**src/rtl/pp_axis2mat_frame_seq_if.sv**
```systemverilog
// ---------------------------------------------------------------------------
// pp_axis2mat_frame_seq_if
// Purpose : bundles the dataflow-region side of the frame sequencer: the two
//           ap_fifo write ports (rows, cols) and the ap_ctrl_chain handshake.
// Members : rows_din/rows_write/rows_full_n  rows FIFO write port
//           cols_din/cols_write/cols_full_n  cols FIFO write port
//           acc_ap_start/acc_ap_ready        start handshake
//           acc_ap_done/acc_ap_continue      completion handshake
// Modports: master = sequencer, slave = dataflow region.
// ---------------------------------------------------------------------------
interface pp_axis2mat_frame_seq_if #(
    parameter int DIM_W = 32
);
    logic [DIM_W-1:0] rows_din;
    logic             rows_write;
    logic             rows_full_n;
    logic [DIM_W-1:0] cols_din;
    logic             cols_write;
    logic             cols_full_n;
    logic             acc_ap_start;
    logic             acc_ap_ready;
    logic             acc_ap_done;
    logic             acc_ap_continue;

    modport master (
        output rows_din, rows_write, cols_din, cols_write,
        output acc_ap_start, acc_ap_continue,
        input  rows_full_n, cols_full_n, acc_ap_ready, acc_ap_done
    );

    modport slave (
        input  rows_din, rows_write, cols_din, cols_write,
        input  acc_ap_start, acc_ap_continue,
        output rows_full_n, cols_full_n, acc_ap_ready, acc_ap_done
    );
endinterface

```
**src/rtl/pp_axis2mat_frame_seq.sv**
```systemverilog
// ---------------------------------------------------------------------------
// pp_axis2mat_frame_seq
// Purpose : per-frame sequencer for the AXI-stream-to-Mat dataflow region.
//           Each frame pushes rows/cols into the region's FIFOs, performs the
//           ap_start/ap_ready handshake, holds ap_continue and waits for
//           ap_done. Repeats for cfg_num_frames frames (0 = until cfg_stop).
// Ports   : ap_clk, ap_rst_n        clock, async active-low reset
//           cfg_start/cfg_stop      run control pulses
//           cfg_rows/cfg_cols       frame geometry, latched on accepted start
//           cfg_num_frames          frames per run, 0 = continuous
//           busy/done/err_cfg       status (done, err_cfg are 1-cycle pulses)
//           frame_cnt               frames completed in current/last run
//           last_frame_cycles       PUSH entry -> ap_done of the last frame
//           fifo_acc                FIFO write ports + region handshake
// ---------------------------------------------------------------------------
module pp_axis2mat_frame_seq #(
    parameter int DIM_W = 32,
    parameter int CNT_W = 16,
    parameter int CYC_W = 32
) (
    input  logic                  ap_clk,
    input  logic                  ap_rst_n,
    input  logic                  cfg_start,
    input  logic                  cfg_stop,
    input  logic [DIM_W-1:0]      cfg_rows,
    input  logic [DIM_W-1:0]      cfg_cols,
    input  logic [CNT_W-1:0]      cfg_num_frames,
    output logic                  busy,
    output logic                  done,
    output logic                  err_cfg,
    output logic [CNT_W-1:0]      frame_cnt,
    output logic [CYC_W-1:0]      last_frame_cycles,
    pp_axis2mat_frame_seq_if.master fifo_acc
);

    typedef enum logic [1:0] {S_IDLE, S_PUSH, S_START, S_WAIT} state_t;

    localparam logic [DIM_W-1:0] DIM_ZERO = {DIM_W{1'b0}};
    localparam logic [CNT_W-1:0] CNT_ZERO = {CNT_W{1'b0}};
    localparam logic [CNT_W-1:0] CNT_ONE  = {{(CNT_W-1){1'b0}}, 1'b1};
    localparam logic [CYC_W-1:0] CYC_ZERO = {CYC_W{1'b0}};
    localparam logic [CYC_W-1:0] CYC_ONE  = {{(CYC_W-1){1'b0}}, 1'b1};

    logic [1:0]       rst_sync_q;
    logic             rst_int_n;

    state_t           state_q, state_d;
    logic [DIM_W-1:0] rows_q, rows_d, cols_q, cols_d;
    logic [CNT_W-1:0] num_q, num_d, frame_cnt_q, frame_cnt_d;
    logic [CYC_W-1:0] cyc_q, cyc_d, last_cyc_q, last_cyc_d;
    logic             stop_pend_q, stop_pend_d;
    logic             done_seen_q, done_seen_d;
    logic             busy_q, busy_d, done_q, done_d, err_q, err_d;
    logic             rows_write_q, rows_write_d, cols_write_q, cols_write_d;
    logic             ap_start_q, ap_start_d, ap_continue_q, ap_continue_d;

    logic             rows_fire_s, cols_fire_s, frame_end_s, enter_push_s;
    logic [CNT_W-1:0] cnt_next_s;
    logic [CYC_W-1:0] cyc_inc_s;

    // Reset synchroniser: assertion is immediate, release lands on a clock edge.
    always_ff @(posedge ap_clk or negedge ap_rst_n) begin
        if (!ap_rst_n) begin
            rst_sync_q <= 2'b00;
        end else begin
            rst_sync_q <= {rst_sync_q[0], 1'b1};
        end
    end

    assign rst_int_n = rst_sync_q[1];

    // The write strobes are registered, so a pending write stays asserted
    // until the FIFO accepts it; "sent" is simply the strobe having dropped.
    assign rows_fire_s = rows_write_q & fifo_acc.rows_full_n;
    assign cols_fire_s = cols_write_q & fifo_acc.cols_full_n;
    assign cyc_inc_s   = (&cyc_q) ? cyc_q : (cyc_q + CYC_ONE);
    assign cnt_next_s  = frame_cnt_q + CNT_ONE;

    // Next-state and next-output computation.
    always_comb begin
        state_d       = state_q;
        rows_d        = rows_q;
        cols_d        = cols_q;
        num_d         = num_q;
        frame_cnt_d   = frame_cnt_q;
        cyc_d         = cyc_q;
        last_cyc_d    = last_cyc_q;
        stop_pend_d   = stop_pend_q;
        done_seen_d   = done_seen_q;
        done_d        = 1'b0;
        err_d         = 1'b0;
        rows_write_d  = rows_write_q;
        cols_write_d  = cols_write_q;
        ap_start_d    = ap_start_q;
        ap_continue_d = ap_continue_q;
        frame_end_s   = 1'b0;
        enter_push_s  = 1'b0;

        // A stop while busy is sticky; it is also sampled directly at the
        // frame end so a stop coincident with ap_done ends that frame's run.
        if ((state_q != S_IDLE) && cfg_stop) begin
            stop_pend_d = 1'b1;
        end else begin
            stop_pend_d = stop_pend_q;
        end

        case (state_q)
            S_IDLE: begin
                if (cfg_start) begin
                    if ((cfg_rows != DIM_ZERO) && (cfg_cols != DIM_ZERO)) begin
                        rows_d       = cfg_rows;
                        cols_d       = cfg_cols;
                        num_d        = cfg_num_frames;
                        frame_cnt_d  = CNT_ZERO;
                        stop_pend_d  = 1'b0;
                        enter_push_s = 1'b1;
                    end else begin
                        err_d = 1'b1;
                    end
                end else begin
                    err_d = 1'b0;
                end
            end
            S_PUSH: begin
                cyc_d        = cyc_inc_s;
                rows_write_d = rows_write_q & ~rows_fire_s;
                cols_write_d = cols_write_q & ~cols_fire_s;
                if (!rows_write_d && !cols_write_d) begin
                    state_d       = S_START;
                    ap_start_d    = 1'b1;
                    ap_continue_d = 1'b1;
                    done_seen_d   = 1'b0;
                end else begin
                    state_d = S_PUSH;
                end
            end
            S_START: begin
                cyc_d = cyc_inc_s;
                // ap_done may arrive before or with ap_ready; remember it.
                if (fifo_acc.acc_ap_done) begin
                    done_seen_d = 1'b1;
                    last_cyc_d  = cyc_q;
                end else begin
                    done_seen_d = done_seen_q;
                end
                if (fifo_acc.acc_ap_ready) begin
                    ap_start_d = 1'b0;
                    if (done_seen_q || fifo_acc.acc_ap_done) begin
                        frame_end_s = 1'b1;
                    end else begin
                        state_d = S_WAIT;
                    end
                end else begin
                    ap_start_d = 1'b1;
                end
            end
            S_WAIT: begin
                cyc_d = cyc_inc_s;
                if (fifo_acc.acc_ap_done) begin
                    last_cyc_d  = cyc_q;
                    frame_end_s = 1'b1;
                end else begin
                    state_d = S_WAIT;
                end
            end
            default: begin
                state_d = S_IDLE;
            end
        endcase

        if (frame_end_s) begin
            frame_cnt_d   = cnt_next_s;
            ap_continue_d = 1'b0;
            done_seen_d   = 1'b0;
            if (stop_pend_q || cfg_stop || ((num_q != CNT_ZERO) && (cnt_next_s == num_q))) begin
                state_d = S_IDLE;
                done_d  = 1'b1;
            end else begin
                enter_push_s = 1'b1;
            end
        end else begin
            frame_cnt_d = frame_cnt_d;
        end

        // Every PUSH entry re-arms both FIFO writes and restarts the frame timer.
        if (enter_push_s) begin
            state_d      = S_PUSH;
            rows_write_d = 1'b1;
            cols_write_d = 1'b1;
            cyc_d        = CYC_ZERO;
        end else begin
            cyc_d = cyc_d;
        end

        busy_d = (state_d != S_IDLE);
    end

    // State and registered-output flops.
    always_ff @(posedge ap_clk or negedge rst_int_n) begin
        if (!rst_int_n) begin
            state_q       <= S_IDLE;
            rows_q        <= DIM_ZERO;
            cols_q        <= DIM_ZERO;
            num_q         <= CNT_ZERO;
            frame_cnt_q   <= CNT_ZERO;
            cyc_q         <= CYC_ZERO;
            last_cyc_q    <= CYC_ZERO;
            stop_pend_q   <= 1'b0;
            done_seen_q   <= 1'b0;
            busy_q        <= 1'b0;
            done_q        <= 1'b0;
            err_q         <= 1'b0;
            rows_write_q  <= 1'b0;
            cols_write_q  <= 1'b0;
            ap_start_q    <= 1'b0;
            ap_continue_q <= 1'b0;
        end else begin
            state_q       <= state_d;
            rows_q        <= rows_d;
            cols_q        <= cols_d;
            num_q         <= num_d;
            frame_cnt_q   <= frame_cnt_d;
            cyc_q         <= cyc_d;
            last_cyc_q    <= last_cyc_d;
            stop_pend_q   <= stop_pend_d;
            done_seen_q   <= done_seen_d;
            busy_q        <= busy_d;
            done_q        <= done_d;
            err_q         <= err_d;
            rows_write_q  <= rows_write_d;
            cols_write_q  <= cols_write_d;
            ap_start_q    <= ap_start_d;
            ap_continue_q <= ap_continue_d;
        end
    end

    assign busy                     = busy_q;
    assign done                     = done_q;
    assign err_cfg                  = err_q;
    assign frame_cnt                = frame_cnt_q;
    assign last_frame_cycles        = last_cyc_q;
    assign fifo_acc.rows_din        = rows_q;
    assign fifo_acc.rows_write      = rows_write_q;
    assign fifo_acc.cols_din        = cols_q;
    assign fifo_acc.cols_write      = cols_write_q;
    assign fifo_acc.acc_ap_start    = ap_start_q;
    assign fifo_acc.acc_ap_continue = ap_continue_q;

endmodule

```
**src/flat_wrapper.sv**
```systemverilog
// flat-port wrapper written by rule: the top's interface ports become plain ports
module pp_axis2mat_frame_seq_flat 
#(
    parameter int DIM_W = 32,
    parameter int CNT_W = 16,
    parameter int CYC_W = 32
)
  (ap_clk, ap_rst_n, cfg_start, cfg_stop, cfg_rows, cfg_cols, cfg_num_frames, busy, done, err_cfg, frame_cnt, last_frame_cycles, fifo_acc_rows_din, fifo_acc_rows_write, fifo_acc_cols_din, fifo_acc_cols_write, fifo_acc_acc_ap_start, fifo_acc_acc_ap_continue, fifo_acc_rows_full_n, fifo_acc_cols_full_n, fifo_acc_acc_ap_ready, fifo_acc_acc_ap_done);
  pp_axis2mat_frame_seq_if #(.DIM_W(DIM_W)) fifo_acc_i ();
  input  logic ap_clk;
  input  logic ap_rst_n;
  input  logic cfg_start;
  input  logic cfg_stop;
  input  logic [DIM_W-1:0] cfg_rows;
  input  logic [DIM_W-1:0] cfg_cols;
  input  logic [CNT_W-1:0] cfg_num_frames;
  output logic busy;
  output logic done;
  output logic err_cfg;
  output logic [CNT_W-1:0] frame_cnt;
  output logic [CYC_W-1:0] last_frame_cycles;
  output wire logic [$bits(fifo_acc_i.rows_din)-1:0] fifo_acc_rows_din;
  output wire logic [$bits(fifo_acc_i.rows_write)-1:0] fifo_acc_rows_write;
  output wire logic [$bits(fifo_acc_i.cols_din)-1:0] fifo_acc_cols_din;
  output wire logic [$bits(fifo_acc_i.cols_write)-1:0] fifo_acc_cols_write;
  output wire logic [$bits(fifo_acc_i.acc_ap_start)-1:0] fifo_acc_acc_ap_start;
  output wire logic [$bits(fifo_acc_i.acc_ap_continue)-1:0] fifo_acc_acc_ap_continue;
  input wire logic [$bits(fifo_acc_i.rows_full_n)-1:0] fifo_acc_rows_full_n;
  input wire logic [$bits(fifo_acc_i.cols_full_n)-1:0] fifo_acc_cols_full_n;
  input wire logic [$bits(fifo_acc_i.acc_ap_ready)-1:0] fifo_acc_acc_ap_ready;
  input wire logic [$bits(fifo_acc_i.acc_ap_done)-1:0] fifo_acc_acc_ap_done;
  assign fifo_acc_rows_din = fifo_acc_i.rows_din;
  assign fifo_acc_rows_write = fifo_acc_i.rows_write;
  assign fifo_acc_cols_din = fifo_acc_i.cols_din;
  assign fifo_acc_cols_write = fifo_acc_i.cols_write;
  assign fifo_acc_acc_ap_start = fifo_acc_i.acc_ap_start;
  assign fifo_acc_acc_ap_continue = fifo_acc_i.acc_ap_continue;
  assign fifo_acc_i.rows_full_n = fifo_acc_rows_full_n;
  assign fifo_acc_i.cols_full_n = fifo_acc_cols_full_n;
  assign fifo_acc_i.acc_ap_ready = fifo_acc_acc_ap_ready;
  assign fifo_acc_i.acc_ap_done = fifo_acc_acc_ap_done;
  pp_axis2mat_frame_seq #(.DIM_W(DIM_W), .CNT_W(CNT_W), .CYC_W(CYC_W)) u_core (.ap_clk(ap_clk), .ap_rst_n(ap_rst_n), .cfg_start(cfg_start), .cfg_stop(cfg_stop), .cfg_rows(cfg_rows), .cfg_cols(cfg_cols), .cfg_num_frames(cfg_num_frames), .busy(busy), .done(done), .err_cfg(err_cfg), .frame_cnt(frame_cnt), .last_frame_cycles(last_frame_cycles), .fifo_acc(fifo_acc_i));
endmodule
```
**config.mk**
```make
export PLATFORM = sky130hd
export DESIGN_NAME = pp_axis2mat_frame_seq_flat
export DESIGN_NICKNAME = d
export VERILOG_FILES = /design/src/rtl/pp_axis2mat_frame_seq_if.sv /design/src/rtl/pp_axis2mat_frame_seq.sv /design/src/flat_wrapper.sv
export SDC_FILE = /design/constraint.sdc
export NUM_CORES = 1
export LEC_CHECK = 0
export CORE_ASPECT_RATIO = 1.25
export CORE_MARGIN = 2
export CORE_UTILIZATION = 42
export DETAILED_ROUTE_END_ITERATION = 10
export GPL_TIMING_DRIVEN = 0
export PLACE_DENSITY = 0.75
export REMOVE_ABC_BUFFERS = 1
export SLEW_MARGIN = 20
export SYNTH_ARGS = -nofsm -noshare
export SYNTH_HDL_FRONTEND = slang
export SYNTH_SLANG_ARGS = --single-unit
```
**constraint.sdc**
```tcl
create_clock -name ap_clk -period 4.8 [get_ports ap_clk]
set_clock_uncertainty 0.15 [all_clocks]
set_input_delay 0.48 -clock ap_clk [delete_from_list [all_inputs] [get_ports ap_clk]]
set_output_delay 0.48 -clock ap_clk [all_outputs]
set_load 0.02 [all_outputs]
```
=== After elaboration in Yosys (flattened, before gate mapping) ===
Index checks and enable logic that the tools add are counted.

* Flip-flop bits (word level): 173
* Word-level logic and storage cells: 113

* Bitwise operators: 6
* Muxes and demuxes: 46
* Reduce and logical (&&, ||, !) cells: 34
* Eq/ne operators: 8
* Add/subtract/negate cells: 2

{| class="wikitable"
|+ Operator list
! operator !! count
|-
| 32-bit 2-to-1 mux || 3
|-
| 16-bit 2-to-1 mux || 4
|-
| 32-bit nonzero test || 2
|-
| 32-bit by 1-bit adder with 32-bit output (second input constant) || 1
|-
| 32-bit AND reduction || 1
|-
| 1-bit 2-to-1 mux || 28
|-
| 2-bit nonzero test || 10
|-
| 16-bit by 1-bit adder with 16-bit output (second input constant) || 1
|-
| 16-bit == test || 1
|-
| 16-bit nonzero test || 1
|-
| 2-bit 2-to-1 mux || 7
|-
| 3-bit AND reduction || 3
|-
| 2-bit AND reduction || 4
|-
| 1-bit case mux with 2 select lines || 3
|-
| 2-bit case mux with 3 select lines || 1
|-
| 1-bit AND || 4
|-
| 2-bit == test (second input constant) || 2
|-
| 1-bit logical AND || 4
|-
| 2-bit by 1-bit inequality test with 1-bit output (second input constant) || 2
|-
| 1-bit logical OR || 3
|-
| 3-bit by 1-bit inequality test with 1-bit output (second input constant) || 1
|-
| 3-bit by 2-bit inequality test with 1-bit output (second input constant) || 1
|-
| 3-bit nonzero test || 1
|-
| 3-bit OR reduction || 1
|-
| 5 further kinds || 7
|}

=== Depth between registers and ports, before layout ===
* Word-level depth: 11
* Gate-level depth with buffers: 10
* Gate-level depth less buffers: 8

=== Worst setup path before layout ===
No wires, ideal clock.

* Path kind: flip-flop to flip-flop
* Start point: register u_core.frame_cnt_q[0], in the netlist u_core.frame_cnt[0]
* End point: register u_core.cols_write_q, in the netlist u_core.fifo_acc.cols_write
* Stages on the path, launching flop included: 10
* Slack: 2.054 ns
* Arrival: 2.470 ns
* Path buffers: 1
* Library setup time: 0.126 ns
* Cells stage by stage: dfrtp_1 -> ha_1 -> and3_1 -> buf_2 -> xnor2_1 -> a211oi_1 -> o211ai_1 -> o41ai_4 -> o211ai_4 -> a221o_1

* Word-level cells in the longest chain between the ends: 7
* Elaborated cells between the ends (all ways): 8

{| class="wikitable"
|+ RTL lines
! element !! line !! source
|-
| start: declaration || pp_axis2mat_frame_seq.sv:49 || <nowiki>logic [CNT_W-1:0] num_q, num_d, frame_cnt_q, frame_cnt_d;</nowiki>
|-
| start signal: assignment || pp_axis2mat_frame_seq.sv:222 || <nowiki>frame_cnt_q <= frame_cnt_d;</nowiki>
|-
| 16-bit by 1-bit adder with 16-bit output * || pp_axis2mat_frame_seq.sv:77 || <nowiki>assign cnt_next_s = frame_cnt_q + CNT_ONE;</nowiki>
|-
| 16-bit == test * || pp_axis2mat_frame_seq.sv:175 || <nowiki>if (stop_pend_q || cfg_stop || ((num_q != CNT_ZERO) && (cnt_next_s == num_q))) begin</nowiki>
|-
| 1-bit logical AND * || pp_axis2mat_frame_seq.sv:175 ||
|-
| 1-bit logical OR * || pp_axis2mat_frame_seq.sv:175 ||
|-
| 1-bit 2-to-1 mux * || pp_axis2mat_frame_seq.sv:175 ||
|-
| 1-bit 2-to-1 mux * || pp_axis2mat_frame_seq.sv:171 || <nowiki>if (frame_end_s) begin</nowiki>
|-
| 1-bit 2-to-1 mux / 2-bit nonzero test (equally long branches) || - ||
|-
| end signal: assignment || pp_axis2mat_frame_seq.sv:231 || <nowiki>cols_write_q <= cols_write_d;</nowiki>
|-
| end: declaration || pp_axis2mat_frame_seq.sv:54 || <nowiki>logic rows_write_q, rows_write_d, cols_write_q, cols_write_d;</nowiki>
|}

Every way passes the cells marked *; elsewhere a longest branch is shown, timed or not.
A chain may end at the register's enable or synchronous reset.

=== Final worst setup path ===
* Start point: input cfg_rows[1]
* End point: register u_core.busy_q, in the netlist u_core.busy

* Word-level cells in the longest chain between the ends: 9

{| class="wikitable"
|+ RTL lines
! element !! line !! source
|-
| start: declaration || flat_wrapper.sv:14 || <nowiki>input logic [DIM_W-1:0] cfg_rows;</nowiki>
|-
| 32-bit nonzero test * || pp_axis2mat_frame_seq.sv:110 || <nowiki>if ((cfg_rows != DIM_ZERO) && (cfg_cols != DIM_ZERO)) begin</nowiki>
|-
| 1-bit logical AND * || pp_axis2mat_frame_seq.sv:110 ||
|-
| 1-bit 2-to-1 mux * || pp_axis2mat_frame_seq.sv:110 ||
|-
| 1-bit 2-to-1 mux * || pp_axis2mat_frame_seq.sv:109 || <nowiki>if (cfg_start) begin</nowiki>
|-
| 1-bit 2-to-1 mux * || pp_axis2mat_frame_seq.sv:107 || <nowiki>case (state_q)</nowiki>
|-
| 1-bit 2-to-1 mux || pp_axis2mat_frame_seq.sv:175 ||
|-
| 1-bit 2-to-1 mux * || pp_axis2mat_frame_seq.sv:171 ||
|-
| 2-bit 2-to-1 mux * || pp_axis2mat_frame_seq.sv:186 || <nowiki>if (enter_push_s) begin</nowiki>
|-
| 2-bit nonzero test * || pp_axis2mat_frame_seq.sv:195 || <nowiki>busy_d = (state_d != S_IDLE);</nowiki>
|-
| net u_core.busy_d || pp_axis2mat_frame_seq.sv:53 || <nowiki>logic busy_q, busy_d, done_q, done_d, err_q, err_d;</nowiki>
|-
| end signal: assignment || pp_axis2mat_frame_seq.sv:227 || <nowiki>busy_q <= busy_d;</nowiki>
|-
| end: declaration || pp_axis2mat_frame_seq.sv:53 ||
|}

Mark *: on every way through the listed nets, which the timed path passes. The rest lies on a longest branch.

==> flow_metrics.py <==
metrics = {
    "route": {
        "drt_iter0_drc": 385,
        "post-route-drc-count": 0,
        "top_layer_used": "met4",
        "wl_met2_um": 10800,
        "via_per_inst": 5.27,
        "vias": 6751,
        "wl_met3_um": 1420,
        "wl_met1_um": 8950,
        "routed_wl_um": 21500,
        "post_drt_wl_per_cell_um": 16.8,
        "final_antenna_net_count": 0,
        "drt_pass1_iterations": 5,
    },
    "timing": {
        "tightestPinTransition_ps": 840,
        "slew_headroom": 0.439,
        "final-setup-viol-count": 0,
        "fmax_mhz": 300,
        "finalMaxSlewViolations": 0,
        "min_period_ps": 3330,
        "fin_tns_setup_ps": 0,
        "grt_setup_unrepaired": "false",
        "timing.final.crit_share": 0.694,
        "layout_setup_ws_ps": 1470,
        "hold_viol_final": 0,
    },
    "clock_network": {
        "cts-root-buf": "clkbuf_16",
        "cts_setup_buffers": 0,
        "htree_levels": 4,
        "cts_resized": 0,
        "clock_sink_count": 173,
        "clk_pin_slew_ps": 70,
        "cts_buffers": 17,
        "cts_tree": "done",
        "max-clock-path-buffers": 2,
        "insertion_delay_ps": 420,
        "cts_hold_buf": 0,
    },
    "critical_path": {
        "cpLargestDelayFamily": "simple AND/OR/NAND/NOR gates",
        "cpPeakStageDelay_ps": 740,
        "cp.arrival_ps": 3480,
        "crit_slowest_cell": "or4b_2",
        "cp_num_buf_inv": 2,
        "endpoint_kind": "flop",
        "worstPathRequired_ps": 4950,
        "crit_type": "in -> reg",
        "start_kind": "input pin",
        "cp_max_fo": 44,
        "worstPathCellList": "clkdlybuf4s50_1 -> nor4_1 -> nand4_1 -> o22ai_1 -> or2_4 -> inv_6 -> or4b_2 -> o22a_1",
    },
    "pwr": {
        "p_sw_frac": 0.377,
        "seqPwrFrac": 0.355,
        "power.switching_mw": 2.28,
        "comb_power_share": 0.410,
        "powerDensity_mw_per_mm2": 544,
        "irDropWorstVdd_mv": 0.307,
        "clkPwrFrac": 0.235,
        "leakage_nw": 4.91,
        "power.internal_mw": 3.77,
    },
    "min_path": {
        "hold_path.class": "in -> async",
    },
    "final_layout": {
        "fin_util": 0.591,
        "diodes": 0,
        "area_growth_pct": 37.3,
        "layout.cells.most_common_list": "275 x nand2_1, 206 x clkdlybuf4s50_1, 172 x dfrtp_1",
        "final_common_cell": "nand2_1",
        "layout.nets": 1131,
        "stdcell_count": 1280,
        "design_area_sq_mm": 0.0111,
        "drive_above_1_share": 0.0887,
    },
    "global_route": {
        "grt_first_pass_wirelength_um": 34900,
        "grt_overflow_total": 0,
        "antenna_found_initial": 0,
        "grt_max_degree": 74,
        "track_usage": 0.214,
        "grt_pass1_vias": 6686,
    },
    "floorplan": {
        "start_util": 0.430,
        "ios": 207,
        "die_h_um": 159,
        "die_area_sq_mm": 0.0205,
        "std_cell_rows": 56,
        "die_w_um": 128,
        "core_area_sq_mm": 0.0188,
    },
    "yosys": {
        "ys_warn_count": 0,
        "synth-edff-count": 0,
        "synth_cell_types": 56,
        "avgSynthCellArea_sq_um": 9.62,
        "netlist_area_sq_mm": 0.00811,
        "async_reset_ff_frac": 1.00,
        "yosysSeqAreaShare": 0.534,
        "synth_cells": 843,
        "synthFlopType": "dfrtp_1",
        "ys_ff_latch": 173,
    },
    "outcome": {
        "status": "complete, no violations",
    },
    "placement": {
        "dp_hpwl_um": 15100,
        "place_inst": 1248,
        "io_buffers": 206,
        "placed_area_sq_mm": 0.0105,
        "dp_slack_ps": 1050,
        "place.gp.congestion": 0.852,
    },
    "flow_run": {
        "drv_cap": 0,
    },
}
layer usage:
metal  vias to the layer above  GRT usage
li1                       3268          -
met1                      3234      0.271
met2                       222      0.348
met3                        27     0.0642
met4                         0     0.0704
met5                         -          0
logic make-up after synthesis:
group,after synthesis,share of synthesized area
muxes,30,0.0413
AOI/OAI and AO/OA,103,0.0939
DFF,173,0.534
adders and majority gates,8,0.0123
and+or+nand+nor,417,0.230
xor gates and xnor gates,54,0.0583
other,1,0.000462
buffers and inverters,57,0.0298
through the flow:
stage          total power, mW  hold slack (ps)
3_3_place_gp              4.51              186
3_5_place_dp              4.66              175
4_1_cts                   6.11             44.1
5_1_grt                   6.42             41.5
2_1_floorplan             3.48             34.4
6_report                  6.05             57.0
flip-flops by register name (all words and copies together) (netlist names), 2 cells and up:
name,cells
u_core.cyc_q,32
u_core.fifo_acc.cols_din,32
u_core.fifo_acc.rows_din,32
u_core.last_frame_cycles,32
u_core.frame_cnt,16
u_core.num_q,16
u_core.rst_sync_q,2
u_core.state_q,2
cells in the mapped netlist (6+ instances only):
cell type,n,area [sq um]
nand3_1,20,100
mux2_2,28,315
clkbuf_1,34,128
a211oi_1,22,165
o21ai_0,32,160
a31oi_1,7,43.8
ha_1,8,100
a211oi_2,10,125
nor2_1,35,131
dfrtp_1,173,4330
nor3_1,7,35.0
xnor2_1,35,307
nand2_1,275,1030
inv_1,14,52.6
and3_1,6,37.5
nand4_1,20,125
xor2_1,19,166
nor4_1,23,144
area by class of cell:
cell class | instances | area (sq um)
clock inverter | 11 | 130
multi-input combinational | 613 | 3560
timing repair buffer | 215 | 2280
sequential | 173 | 4330
inverter | 15 | 61.3
clock buffer | 21 | 480
tap | 232 | 290
fill | 1604 | 7710
path summary, 6_finish.rpt:
check | startpoint | endpoint | slack (ps) | depth (start not counted)
max | cfg_rows[1] | u_core.busy | 1470 | 8
min | ap_rst_n | u_core.rst_sync_q[1] | 60 | 1
max reg2reg | u_core.frame_cnt[0] | u_core.cyc_q[15] | 1560 | 9
min reg2reg | u_core.rst_sync_q[1] | u_core.fifo_acc.rows_din[19] | 140 | 0
max in group asynchronous | u_core.rst_sync_q[1] | u_core.num_q[7] | 3460 | 2
min in group ap_clk | u_core.rst_sync_q[0] | u_core.rst_sync_q[1] | 210 | 0
power groups by stage:
stage	registers (mW)	clock network, mW	logic, mW
after floorplan	2.50	0	0.975
after global placement	2.17	0	2.33
after detailed placement	2.16	0	2.50
after CTS	2.15	1.45	2.50
after global routing	2.20	1.51	2.70
final	2.15	1.42	2.48
Note: power is estimated with default switching activity, not from simulation.
